## src/rtl/pipe_stage_buffer.sv

```systemverilog
// Pipeline-stage register with valid/ready handshake, optional 2-entry skid,
// synchronous flush and bubble insertion (control field zeroed when empty).
module pipe_stage_buffer #(
  parameter int unsigned CTRL_W = 16,
  parameter int unsigned DATA_W = 102,
  parameter int unsigned SKID   = 1
) (
  input  logic              clock,
  input  logic              reset,
  input  logic              flush,
  input  logic              in_valid,
  output logic              in_ready,
  input  logic [CTRL_W-1:0] in_ctrl,
  input  logic [DATA_W-1:0] in_data,
  output logic              out_valid,
  input  logic              out_ready,
  output logic [CTRL_W-1:0] out_ctrl,
  output logic [DATA_W-1:0] out_data,
  output logic [1:0]        occupancy,
  output logic [15:0]       stall_cnt
);

  typedef enum logic [1:0] {
    EMPTY = 2'd0,
    ONE   = 2'd1,
    TWO   = 2'd2
  } occ_e;

  occ_e              state_q;
  logic              valid_q;
  logic              rdy_q;
  logic [CTRL_W-1:0] main_ctrl_q;
  logic [DATA_W-1:0] main_data_q;
  logic [CTRL_W-1:0] skid_ctrl_q;
  logic [DATA_W-1:0] skid_data_q;
  logic [15:0]       stall_q;
  logic [15:0]       stall_d;
  logic              in_fire;
  logic              out_fire;

  // SKID=0 has no second slot, so it may only accept while draining.
  assign in_ready  = (SKID != 0) ? rdy_q : (!valid_q | out_ready);
  assign in_fire   = in_valid & in_ready;
  assign out_fire  = valid_q & out_ready;

  assign out_valid = valid_q;
  assign out_ctrl  = main_ctrl_q;
  assign out_data  = main_data_q;
  assign occupancy = state_q;
  assign stall_cnt = stall_q;

  always_comb begin
    stall_d = stall_q;
    if (valid_q && !out_ready && (stall_q != '1)) stall_d = stall_q + 16'd1;
  end

  always_ff @(posedge clock or posedge reset) begin
    if (reset) begin
      state_q     <= EMPTY;
      valid_q     <= 1'b0;
      rdy_q       <= 1'b1;
      main_ctrl_q <= '0;
      main_data_q <= '0;
      skid_ctrl_q <= '0;
      skid_data_q <= '0;
      stall_q     <= '0;
    end else begin
      stall_q <= stall_d;
      if (flush) begin
        // Data registers are intentionally left untouched; only control is bubbled.
        state_q     <= EMPTY;
        valid_q     <= 1'b0;
        rdy_q       <= 1'b1;
        main_ctrl_q <= '0;
        skid_ctrl_q <= '0;
      end else begin
        case (state_q)
          EMPTY: begin
            if (in_fire) begin
              main_ctrl_q <= in_ctrl;
              main_data_q <= in_data;
              valid_q     <= 1'b1;
              state_q     <= ONE;
            end
          end
          ONE: begin
            if (in_fire && out_fire) begin
              main_ctrl_q <= in_ctrl;
              main_data_q <= in_data;
            end else if (in_fire) begin
              // Only reachable with SKID=1: downstream stalled, park input in skid.
              skid_ctrl_q <= in_ctrl;
              skid_data_q <= in_data;
              rdy_q       <= 1'b0;
              state_q     <= TWO;
            end else if (out_fire) begin
              main_ctrl_q <= '0;
              valid_q     <= 1'b0;
              state_q     <= EMPTY;
            end
          end
          TWO: begin
            if (out_fire) begin
              main_ctrl_q <= skid_ctrl_q;
              main_data_q <= skid_data_q;
              rdy_q       <= 1'b1;
              state_q     <= ONE;
            end
          end
          default: begin
            state_q     <= EMPTY;
            valid_q     <= 1'b0;
            rdy_q       <= 1'b1;
            main_ctrl_q <= '0;
          end
        endcase
      end
    end
  end

endmodule

```

## config.mk

```make
export PLATFORM = sky130hd
export DESIGN_NAME = pipe_stage_buffer
export DESIGN_NICKNAME = d
export VERILOG_FILES = /design/src/rtl/pipe_stage_buffer.sv
export SDC_FILE = /design/constraint.sdc
export NUM_CORES = 1
export LEC_CHECK = 0
export CAP_MARGIN = 20
export CELL_PAD_IN_SITES_DETAIL_PLACEMENT = 2
export CELL_PAD_IN_SITES_GLOBAL_PLACEMENT = 2
export CORE_UTILIZATION = 37
export DETAILED_ROUTE_END_ITERATION = 10
export GPL_TIMING_DRIVEN = 0
export HOLD_SLACK_MARGIN = 0.03
export PLACE_DENSITY = 0.88
export SYNTH_ARGS = -nofsm -noshare
export SYNTH_HDL_FRONTEND = slang
export SYNTH_SLANG_ARGS = --single-unit
```

## constraint.sdc

```tcl
create_clock -name clock -period 20.8 [get_ports clock]
set_clock_uncertainty 0.15 [all_clocks]
set_input_delay 6.24 -clock clock [delete_from_list [all_inputs] [get_ports clock]]
set_output_delay 6.24 -clock clock [all_outputs]
set_load 0.005 [all_outputs]
```

==> summary by stage, run 1 <==
Setup path
The arrival time at the worst endpoint is a little under 9 ns. Data on the critical path is required at its endpoint by approximately 21 ns. The critical path is of the input port to flop type. The launching element type of the critical path is an input port. The critical path starts at out_ready.

The top fanout value on the critical path is 10. The type of element capturing the critical path is a flop. The startpoint identified for the worst register-to-register timing path is occupancy[1]$_DFFE_PP0P_.

Synthesis
The number of nets handed over by synthesis was ~870. After synthesis, the mean cell area works out to ~15 µm². Sorting the synthesized cells by area gives the leading types as sky130_fd_sc_hd__dfrtp_1, sky130_fd_sc_hd__mux2_2, sky130_fd_sc_hd__mux2_4. The cell type with the highest aggregate area in the netlist is sky130_fd_sc_hd__dfrtp_1.

The top-area cell type share of the netlist area is roughly 57%. The sequential fraction of the synthesis area is between 50% and 60%. In this run, synthesis inferred 0 flip-flops with an integrated enable.

Synthesis inferred about 260 register bits. The synthesized netlist contains 42 unique library cells. The most frequently used flop master after synthesis is sky130_fd_sc_hd__dfrtp_1. The synthesized netlist occupies a cell area of between 10,000 and 15,000 µm². The proportion of synthesized flip-flops having asynchronous set or reset is 100%.

In the synthesized netlist, the number of instances is 749. The warning count from the yosys run is 0.

Power
The analysis attributes to cell leakage a power of 6.49 nW. The areal power density over the cells is 127 nW/µm². The highest ir drop seen on vdd is between 0.08 and 0.09 mV.

CTS
The later pin in the worst-skew pair is clocked with a latency of between 0.5 and 0.6 ns. In this run the number of H-tree levels came out at 1. The number of gates resized after CTS was 0. After clock tree synthesis, the clock-pin slew on the worst setup and hold paths is roughly 0.060 ns. Post-CTS timing repair inserted 0 buffers for setup. The tree is rooted in a sky130_fd_sc_hd__clkbuf_16. In this run the deepest clock path goes through 3 buffers.

Buffers inserted to repair hold after CTS numbered 0. TritonCTS built the clock tree. In this run, CTS created clock tree buffers numbering 30. The clock net in this run drives a total of about 260 sinks.

Detailed routing
In this run the top signal layer used is met5. The pre-antenna-repair detailed-routing pass consisted of 4 iterations. The met2 routed wirelength is ~17,000 µm. Dividing the detail-routed wire length by the instance count gives approximately 23 µm. In the detailed route, the total length drawn on met3 is 2040 µm.

The count of nets left with antenna violations after detail routing is 0. After detailed routing, the total wire length is roughly 33,000 µm. In the final routing, the length of wire on met1 measures around 13,000 µm. The number of vias per cell after detailed routing is about 5.1. Summing over every cut layer, the via total after detailed routing is roughly 7,500. The residual DRC count is 0.

The first routing iteration left between 200 and 250 violations.

Floorplanning
The die is approximately 180 µm wide. The top-level I/O count is about 260. The area of the die is approximately 31,000 µm². Once the floorplan was initialized, standard cells occupied between 30 and 40% of the core. The floorplan step set the die height to roughly 180 µm.

The core footprint is 29,700 µm². The count of standard-cell rows is between 60 and 70.

Cells and area
The ratio of cells with drive above 1 in the final layout is between 30% and 40%. From synthesis to final layout, the design area changed by 37.1%. The post-route cell area is about 15,000 µm². The leading cell type in the layout, fill and taps excluded is sky130_fd_sc_hd__mux2_2. The final-stage net count is about 1,200. In the layout the commonest cells are sky130_fd_sc_hd__mux2_2, sky130_fd_sc_hd__clkdlybuf4s50_1, sky130_fd_sc_hd__dfrtp_1, sky130_fd_sc_hd__clkbuf_16, sky130_fd_sc_hd__buf_2.

Placed design
The standard cell area after detailed placement is around 14,000 µm². The congestion estimate from routability-driven global placement came to between 0.7 and 0.8. The placed wire-length estimate after detailed placement is between 20,000 and 25,000 µm. In this run the tool buffered the top-level ports with 259 buffer cells.

Min path
The path type of the worst min-delay path is flop to flop. The worst hold path begins at out_data[71]$_DFFE_PP0P_.

Timing
The number of setup violations in the final report is 0. Of the available clock period, the critical path in the final layout requires between 40% and 50%. Setup repair after global routing left no endpoint under its margin. The total count of max-transition violations in the final report is 0. After routing, the total negative slack on setup checks comes to 0 ns.

The achievable clock frequency is roughly 120 MHz. At the pin with the least slew margin, the transition time is a little over 0.8 ns. The clock period could shrink to between 8 and 9 ns. The number of hold-slack violations in the final timing report is 0. In this run the tightest slew margin relative to its limit is 45.5%.

Status
The flow ran to the end, and the final reports show no timing, DRC or antenna violations.

GRT
Entering global routing, the biggest net connects approximately 130 pins. The via count of the first global-routing pass is around 9,000. The first-pass GRT wire length is 51,600 µm. The initial antenna violation count is 5. The overall overflow remaining after global route is 0.

Global routing consumed, over all layers together, 21.5% of the routing resources.

Job
The max-cap check violation count is 0.
## worst max-delay path: stages
cell and delay (ns):
sky130_fd_sc_hd__clkdlybuf4s50_1 0.56, sky130_fd_sc_hd__and2_1 0.16, sky130_fd_sc_hd__clkbuf_1 0.30, sky130_fd_sc_hd__a22oi_2 0.13, sky130_fd_sc_hd__a21oi_1 0.34, sky130_fd_sc_hd__buf_4 0.32
sky130_fd_sc_hd__buf_4 0.25, sky130_fd_sc_hd__mux2_2 0.38
## sequential cells by signal, summed over array words and instances (netlist names)
register and count:
skid_data_q 102, stall_cnt 16, out_data 102, occupancy 2, skid_ctrl_q 16, out_valid 1
out_ctrl 16, in_ready 1
## logic make-up after synthesis
group / synth area share [%]
buffers and inverters: 2.35
XOR/XNOR: 0.860
AO/OA/AOI/OAI: 4.76
adder cells (fa/ha/maj): 0.112
multiplexers: 31.8
AND/OR/NAND/NOR: 2.88
flip-flops: 57.2
## through the flow
step           worst slack [ns]  util (%)  hold slack (ns)  total power [W]  instances
2_1_floorplan              7.37         -            0.316          0.00107        749
3_3_place_gp               3.70      48.1            0.322          0.00137       1398
3_5_place_dp              11.79      48.3            0.327          0.00142       1400
4_1_cts                   12.41      51.6            0.342          0.00198       1454
5_1_grt                   12.28      51.7            0.363          0.00205       1456
6_report                  12.38      51.7            0.338          0.00195       1456
## area by class of cell
class / count / area [µm²]
Clock inverter: 9 / 126
Clock buffer: 45 / 878
Fill cell: 2746 / 14400
Antenna cell: 2 / 5.00
Tap cell: 390 / 488
Inverter: 3 / 18.8
Sequential cell: 256 / 6410
Multi-Input combinational cell: 446 / 4530
Buffer: 44 / 251
Timing Repair Buffer: 261 / 2650
## worst paths after layout
kind	end	slack (ns)	cells past startpoint
setup / recovery	out_data[17]$_DFFE_PP0P_	12.38	8
setup reg to reg	out_data[52]$_DFFE_PP0P_	18.01	6
max in group asynchronous	skid_ctrl_q[13]$_DFFE_PP0P_	13.19	4
hold / removal	out_data[71]$_DFFE_PP0P_	0.34	1
min in group asynchronous	out_data[36]$_DFFE_PP0P_	5.92	2
hold reg to reg	out_data[71]$_DFFE_PP0P_	0.34	1
## power breakdown
group          internal [W]  switching [W]
combinational      0.000388       0.000202
sequential         0.000703       0.000122
clock              0.000327       0.000206
## layer usage
metal,up-vias,global-route usage (%)
met3,59,5.73
met1,3885,24.6
met4,2,5.87
met2,202,39.5
li1,3315,-
met5,-,0
## synth_stat cells, types with 7 or more instances
cell	number
sky130_fd_sc_hd__buf_2	21
sky130_fd_sc_hd__a22oi_1	16
sky130_fd_sc_hd__buf_4	10
sky130_fd_sc_hd__a22o_1	16
sky130_fd_sc_hd__mux2_4	20
sky130_fd_sc_hd__mux2_2	283
sky130_fd_sc_hd__dfrtp_1	255
sky130_fd_sc_hd__mux2_1	7
sky130_fd_sc_hd__nor2_1	7
sky130_fd_sc_hd__clkbuf_1	7
sky130_fd_sc_hd__o2bb2ai_1	16
sky130_fd_sc_hd__nand3_1	8
sky130_fd_sc_hd__xor2_1	8
sky130_fd_sc_hd__nand2_1	13
No activity file was read; power rests on OpenSTA's default activity.
==> inputs of run 2 (changes only) <==
--- a/config.mk
+++ b/config.mk
@@ -8,11 +8,11 @@
 export CAP_MARGIN = 20
 export CELL_PAD_IN_SITES_DETAIL_PLACEMENT = 2
 export CELL_PAD_IN_SITES_GLOBAL_PLACEMENT = 2
-export CORE_UTILIZATION = 37
+export CORE_UTILIZATION = 35
 export DETAILED_ROUTE_END_ITERATION = 10
 export GPL_TIMING_DRIVEN = 0
 export HOLD_SLACK_MARGIN = 0.03
-export PLACE_DENSITY = 0.88
+export PLACE_DENSITY = 0.84
 export SYNTH_ARGS = -nofsm -noshare
 export SYNTH_HDL_FRONTEND = slang
 export SYNTH_SLANG_ARGS = --single-unit
==> constraint.sdc (replaced) <==
create_clock -name clock -period 8.3 [get_ports clock]
set_clock_uncertainty 0.15 [all_clocks]
set_input_delay 2.49 -clock clock [delete_from_list [all_inputs] [get_ports clock]]
set_output_delay 2.49 -clock clock [all_outputs]
set_load 0.005 [all_outputs]
==> summary by stage, run 2 (same netlist as run 1, synthesis figures left out) <==
Status
The flow ran to the end, and the final reports show no timing, DRC or antenna violations.

Timing
The final setup TNS is 0 ns (unchanged). The tightest slew margin relative to the limit is 41.5% (-4.0 points). The actual transition at the worst max-transition pin was 0.876 ns (+0.0632 ns). The total count of max-transition violations in the final report is 0 (unchanged). The fraction of the cycle the final worst path needs is between 50% and 60%. The worst path in the final design needs a cycle of 4.61 ns, including I/O delays and setup. Setup repair after global routing left no endpoint under its margin. The number of setup violations in the final report is 0 (unchanged). The worst hold-check slack was 0.342 ns (+0.00382 ns). The achievable clock frequency is approximately 220 MHz. The number of hold-slack violations in the final timing report is 0 (unchanged).

Min path
The path type of the worst min-delay path is flop to flop.

Power
The static leakage power was 6.52 nW (+0.44%). The areal power density over the cells was 313 nW/µm² (+150%). The highest ir drop seen on vdd is 0.165 mV (+96%).

Placed design
The placed wire-length estimate after detailed placement is 22,700 µm (-2.2%). The final weighted congestion of routability-driven global placement is 0.766 (+0.34%). The total of buffers placed on input and output ports is 259 (unchanged).

GRT
The initial antenna violation count is 4 (-1). The via count of the first global-routing pass is 8,587 (-3.2%). The overall overflow remaining after global route is 0 (unchanged).

The maximum number of pins on one net before global-route repair is 41 (-67%). The all-layer global routing usage is 20.0% (-1.6 points). The first-pass GRT wire length came to 51,300 µm (-0.48%).

Floorplanning
The area of the die is 32,700 µm² (+5.6%). The top-level I/O count came to 261 (unchanged). The count of standard-cell rows is 65 (+3.2%).

The core footprint is 31,600 µm² (+6.2%). The initial cell density of the core came to 35.5% (-2.2 points). The die height was 181 µm (+2.8%). The die width is 181 µm (+2.8%).

CTS
The post-cts hold buffer count is 0 (unchanged). The root buffer cell is sky130_fd_sc_hd__clkbuf_16. The number of gates resized after cts is 0 (unchanged). The total setup buffers inserted after CTS is 0 (unchanged). TritonCTS built the clock tree.

The CTS buffer count is 30 (unchanged). The clock transition at the registers of the reported paths is 0.06 ns (about the same). The clock network latency to the later pin of the worst-skew pair is 0.55 ns (about the same). The number of buffers on the longest clock path is 3 (unchanged). The CTS sink count is 256 (unchanged). The deepest level of the CTS H-tree is 1 (unchanged).

Cells and area
The final-stage net count came to 1,170 (+0.34%). The area taken by multi-input logic gates came to 4530 µm² (unchanged). The ratio of cells with drive above 1 in the final layout is 37.5% (+0.55 points).

The flip-flop and latch area is 6410 µm² (unchanged). The leading cell type in the layout, fill and taps excluded is sky130_fd_sc_hd__mux2_2. The number of filler instances in the final layout came to 2,973 (+8.3%). The area overhead of the layout relative to synthesis is 37.6%. The library cells used most frequently in the layout, excluding fill and tap cells, are sky130_fd_sc_hd__mux2_2, sky130_fd_sc_hd__clkdlybuf4s50_1, sky130_fd_sc_hd__dfrtp_1, sky130_fd_sc_hd__clkbuf_16, sky130_fd_sc_hd__buf_2.

Setup path
The arrival time at the worst endpoint is 4.89 ns (-3.79 ns). The data required time at the worst endpoint was 8.58 ns (-12.48 ns). The critical path in this run is classified as input port to flop. The launching element type of the critical path is an input port.

The worst setup path is captured at a flop. The top fanout value on the critical path is 10 (unchanged).

Job
The max-cap check violation count is 0 (unchanged).

Detailed routing
The total number of vias is 7,470 (+0.094%). The number of vias per cell after detailed routing was 5.07 (-0.99%). The met2 routed wirelength is 16,500 µm (-4.4%).

The residual DRC count is 0 (unchanged). The first-iteration detailed-routing DRC count came to 194 (-8.9%). Signal routing reaches up to met5. The met3 wirelength from detailed routing was 2050 µm (+0.79%).

The final wirelength is 32,400 µm (-2.6%). The count of nets left with antenna violations after detail routing is 0 (unchanged). The wire length per cell after detailed routing was 22.0 µm (-3.7%).

The met1 layer wirelength in the final routing is 13,100 µm (+1.4%). The length of the first detailed-routing pass in iterations is 4 (unchanged).
## run 2: changes by cell type in the layout (fill, tap and decap cells not counted), moves of 2 or more
cell | before | now
sky130_fd_sc_hd__buf_12 | 0 | 6
sky130_fd_sc_hd__clkbuf_8 | 5 | 10
sky130_fd_sc_hd__clkbuf_1 | 16 | 12
sky130_fd_sc_hd__buf_16 | 2 | 0
sky130_fd_sc_hd__bufinv_16 | 3 | 1
## run 2: report_power, final
part | internal, W | leakage [nW] | switching (W)
Clock | 0.000782 | 0.494 | 0.000528
Combinational | 0.000974 | 2.88 | 0.000488
Sequential | 0.00176 | 3.14 | 0.000297
## run 2: per-layer routing
| metal | vias to the layer above | GRT usage, % |
|---|---|---|
| met5 | - | 0 |
| met4 | 2 | 4.79 |
| met3 | 43 | 5.64 |
| met2 | 189 | 34.8 |
| met1 | 3899 | 24.2 |
| li1 | 3337 | - |
## run 2: cell type report
class	instances	area share [%]
flip-flops and latches	256	41.6
multi-input cells	446	29.4
repair buffers	265	17.6
clock buffers	45	5.88
well taps	402	3.26
plain buffers	44	1.63
clock inverters	8	0.536
inverters	3	0.0974
diodes	3	0.0487
## run 2: worst max-delay path, stage by stage
cell,delay (ns)
sky130_fd_sc_hd__clkdlybuf4s50_1,0.61
sky130_fd_sc_hd__and2_1,0.17
sky130_fd_sc_hd__clkbuf_1,0.29
sky130_fd_sc_hd__a22oi_2,0.13
sky130_fd_sc_hd__a21oi_1,0.29
sky130_fd_sc_hd__buf_4,0.29
sky130_fd_sc_hd__buf_4,0.24
sky130_fd_sc_hd__mux2_2,0.36
## run 2: worst paths after layout
check / slack, ns / cells past startpoint / end / start
setup / recovery: 3.69 / 8 / out_data[30]$_DFFE_PP0P_ / out_ready
hold / removal: 0.34 / 1 / out_data[77]$_DFFE_PP0P_ / out_data[77]$_DFFE_PP0P_
setup reg to reg: 5.57 / 7 / out_ctrl[7]$_DFFE_PP0P_ / occupancy[1]$_DFFE_PP0P_
hold reg to reg: 0.34 / 1 / out_data[77]$_DFFE_PP0P_ / out_data[77]$_DFFE_PP0P_
max in group asynchronous: 4.67 / 4 / out_data[54]$_DFFE_PP0P_ / reset
min in group asynchronous: 2.34 / 2 / out_data[95]$_DFFE_PP0P_ / reset
## run 2: metrics by stage
step | total power, W | std cells | util, % | worst slack [ns] | area (µm²)
final | 0.00483 | 1472 | 48.9 | 3.69 | 15400
after global routing | 0.00509 | 1470 | 48.8 | 3.49 | 15400
after CTS | 0.00491 | 1469 | 48.8 | 3.65 | 15400
after detailed placement | 0.00354 | 1416 | 45.7 | 3.12 | 14400
after global placement | 0.00343 | 1410 | 45.3 | 0.0903 | 14300
after floorplan | 0.00269 | 749 | - | 2.29 | 11200
==> inputs of run 3 (changes only) <==
--- a/config.mk
+++ b/config.mk
@@ -8,11 +8,11 @@
 export CAP_MARGIN = 20
 export CELL_PAD_IN_SITES_DETAIL_PLACEMENT = 2
 export CELL_PAD_IN_SITES_GLOBAL_PLACEMENT = 2
-export CORE_UTILIZATION = 35
+export CORE_UTILIZATION = 31
 export DETAILED_ROUTE_END_ITERATION = 10
 export GPL_TIMING_DRIVEN = 0
 export HOLD_SLACK_MARGIN = 0.03
-export PLACE_DENSITY = 0.84
+export PLACE_DENSITY = 0.79
 export SYNTH_ARGS = -nofsm -noshare
 export SYNTH_HDL_FRONTEND = slang
 export SYNTH_SLANG_ARGS = --single-unit
==> constraint.sdc (replaced) <==
create_clock -name clock -period 4 [get_ports clock]
set_clock_uncertainty 0.15 [all_clocks]
set_input_delay 1.2 -clock clock [delete_from_list [all_inputs] [get_ports clock]]
set_output_delay 1.2 -clock clock [all_outputs]
set_load 0.005 [all_outputs]
==> summary by stage, run 3 (same netlist as run 1, synthesis figures left out) <==
CTS
The CTS sink count was 256 (unchanged). The post-cts hold buffer count came to 0 (unchanged). The clock transition at the registers of the reported paths is 0.06 ns (about the same). The number of gates resized after cts was 0 (unchanged). The total setup buffers inserted after CTS was 0 (unchanged). The root buffer cell is sky130_fd_sc_hd__clkbuf_16. The clock network latency to the later pin of the worst-skew pair came to 0.55 ns (about the same). The deepest level of the CTS H-tree is 1 (unchanged).

The CTS tree is yes. The number of buffers on the longest clock path came to 3 (unchanged). The CTS buffer count is 30 (unchanged).

Timing
The number of setup violations in the final report is 0 (unchanged). The achievable clock frequency is 303 MHz. The number of hold-slack violations in the final timing report is 0 (unchanged). Setup repair after global routing left no endpoint under its margin. The total count of max-transition violations in the final report is 0 (unchanged). The tightest slew margin relative to the limit is 48.9% (+7.4 points).

The actual transition at the worst max-transition pin is 0.765 ns (-0.111 ns). In the finished design, the share of the clock period the worst path needs comes to a little over 80%. The post-route minimum period is 3.30 ns. The final setup TNS came to 0 ns (unchanged).

Job
The max-cap check violation count was 0 (unchanged).

Power
The fraction of power spent switching nets is 26.9% (-0.26 points). The sequential share of power is 42.2% (-0.4 points). The areal power density over the cells is 650 nW/µm² (+110%).

The internal power consumption is 0.00738 W (+110%). The clock network fraction of design power is 27.9% (+0.8 points). The highest ir drop seen on vdd is 0.367 mV (+120%). The combinational group share of total power came to 30.0% (-0.3 points).

The power dissipated by switching net loads is 0.00272 W (+110%). The static leakage power was 6.54 nW (+0.42%).

GRT
The first-pass GRT wire length was 50,400 µm (-1.9%). The overall overflow remaining after global route is 0 (unchanged). The via count of the first global-routing pass is 8,474 (-1.3%). The initial antenna violation count is 4 (unchanged). The all-layer global routing usage is 17.7% (-2.3 points).

The maximum number of pins on one net before global-route repair is 41 (unchanged).

Setup path
The data required time at the worst endpoint is 4.28 ns (-4.30 ns). STA classifies the critical path endpoint as a flop. The top fanout value on the critical path is 10 (unchanged). The worst setup path is launched from an input port.

The kind of cell with the highest combined delay on the critical path is buffers and inverters. The slowest stage of the critical path belongs to the cell sky130_fd_sc_hd__clkdlybuf4s50_1. The most used cell along the critical path is sky130_fd_sc_hd__buf_4.

The worst setup slack for register-to-register paths is 1.31 ns (-4.26 ns). The largest incremental delay on the critical path is 0.58 ns (-0.03 ns). Walking the worst path, the cells encountered are clkdlybuf4s50_1, and2_1, clkbuf_1, a22oi_2, a21oi_1, buf_4, buf_4, mux2_2. The sum of buffers and inverters on the critical path is 4 (unchanged). The category of the critical setup timing path is input port to flop. The arrival time at the worst endpoint is 3.58 ns (-1.31 ns).

Floorplanning
The top-level I/O count came to 261 (unchanged). The initial cell density of the core is 31.5% (-4.0 points). The count of standard-cell rows is 69 (+6.2%).

The area of the die was 36,900 µm² (+13%). The die width is 192 µm (+6.2%). The die height is 192 µm (+6.2%). The core footprint is 35,600 µm² (+13%).

Status
The run finished with clean final reports.

Detailed routing
The number of vias per cell after detailed routing is 4.85 (-4.4%). The first-iteration detailed-routing DRC count was 138 (-29%). The final wirelength is 32,500 µm (+0.42%). The total number of vias is 7,436 (-0.46%).

The residual DRC count is 0 (unchanged). The length of the first detailed-routing pass in iterations is 4 (unchanged). The count of nets left with antenna violations after detail routing is 0 (unchanged). The wire length per cell after detailed routing is 21.2 µm (-3.6%).

Placed design
The final weighted congestion of routability-driven global placement is 0.767 (about the same). The placed wire-length estimate after detailed placement was 22,800 µm (+0.68%). The total of buffers placed on input and output ports came to 259 (unchanged).

Min path
The path type of the worst min-delay path is flop to flop.

Cells and area
The library cell used most frequently in the layout, excluding fill and tap cells, is sky130_fd_sc_hd__mux2_2. The ratio of cells with drive above 1 in the final layout was 37.7% (+0.18 points). The final-stage net count came to 1,171 (+0.085%). The area overhead of the layout relative to synthesis is 38.7%. The final cell utilization of the core is 43.7% (-5.2 points). Leaving out fill and tap cells, the most frequent cells in the layout are sky130_fd_sc_hd__mux2_2, sky130_fd_sc_hd__clkdlybuf4s50_1, sky130_fd_sc_hd__dfrtp_1, sky130_fd_sc_hd__clkbuf_16, sky130_fd_sc_hd__buf_2.
-- run 3: final timing paths --
| kind | from | to | cells past startpoint |
|---|---|---|---|
| min in group asynchronous | reset | out_data[92]$_DFFE_PP0P_ | 2 |
| min reg2reg | out_ctrl[12]$_DFFE_PP0P_ | out_ctrl[12]$_DFFE_PP0P_ | 1 |
| min | out_ctrl[12]$_DFFE_PP0P_ | out_ctrl[12]$_DFFE_PP0P_ | 1 |
| max in group asynchronous | reset | out_data[21]$_DFFE_PP0P_ | 6 |
| max reg2reg | occupancy[1]$_DFFE_PP0P_ | out_data[5]$_DFFE_PP0P_ | 6 |
| max | out_ready | out_data[46]$_DFFE_PP0P_ | 8 |
-- run 3: cell type report --
cell class / count / area, µm²
plain buffers: 44 / 251
clock inverters: 10 / 100
clock buffers: 45 / 918
repair buffers: 266 / 2730
inverters: 3 / 15.0
flip-flops and latches: 256 / 6410
well taps: 461 / 577
fillers: 3511 / 20000
multi-input cells: 446 / 4530
diodes: 2 / 5.00
-- run 3: power groups by stage --
| stage | combinational (W) | sequential, W | clock, W |
|---|---|---|---|
| floorplan | 0.00140 | 0.00417 | 0 |
| global placement | 0.00293 | 0.00421 | 0 |
| detailed placement | 0.00305 | 0.00428 | 0 |
| CTS | 0.00309 | 0.00427 | 0.00291 |
| global route | 0.00327 | 0.00440 | 0.00300 |
| finish | 0.00302 | 0.00426 | 0.00281 |
-- run 3: per-layer routing --
metal	routed length (µm)	vias to the layer above	track usage, %
li1	-	3330	-
met1	13500	3858	21.8
met2	15800	185	29.7
met3	2270	59	5.55
met4	871	4	4.78
met5	27	-	0
-- run 3: stage by stage --
stage	instances	instance area, µm²	hold slack [ns]	setup slack [ns]	power [W]
floorplan	749	11200	0.316	-0.721	0.00557
global placement	1469	14400	0.323	-2.97	0.00714
detailed placement	1476	14500	0.325	0.0508	0.00733
CTS	1531	15500	0.350	0.618	0.0103
global route	1532	15500	0.360	0.528	0.0107
finish	1533	15500	0.341	0.697	0.0101
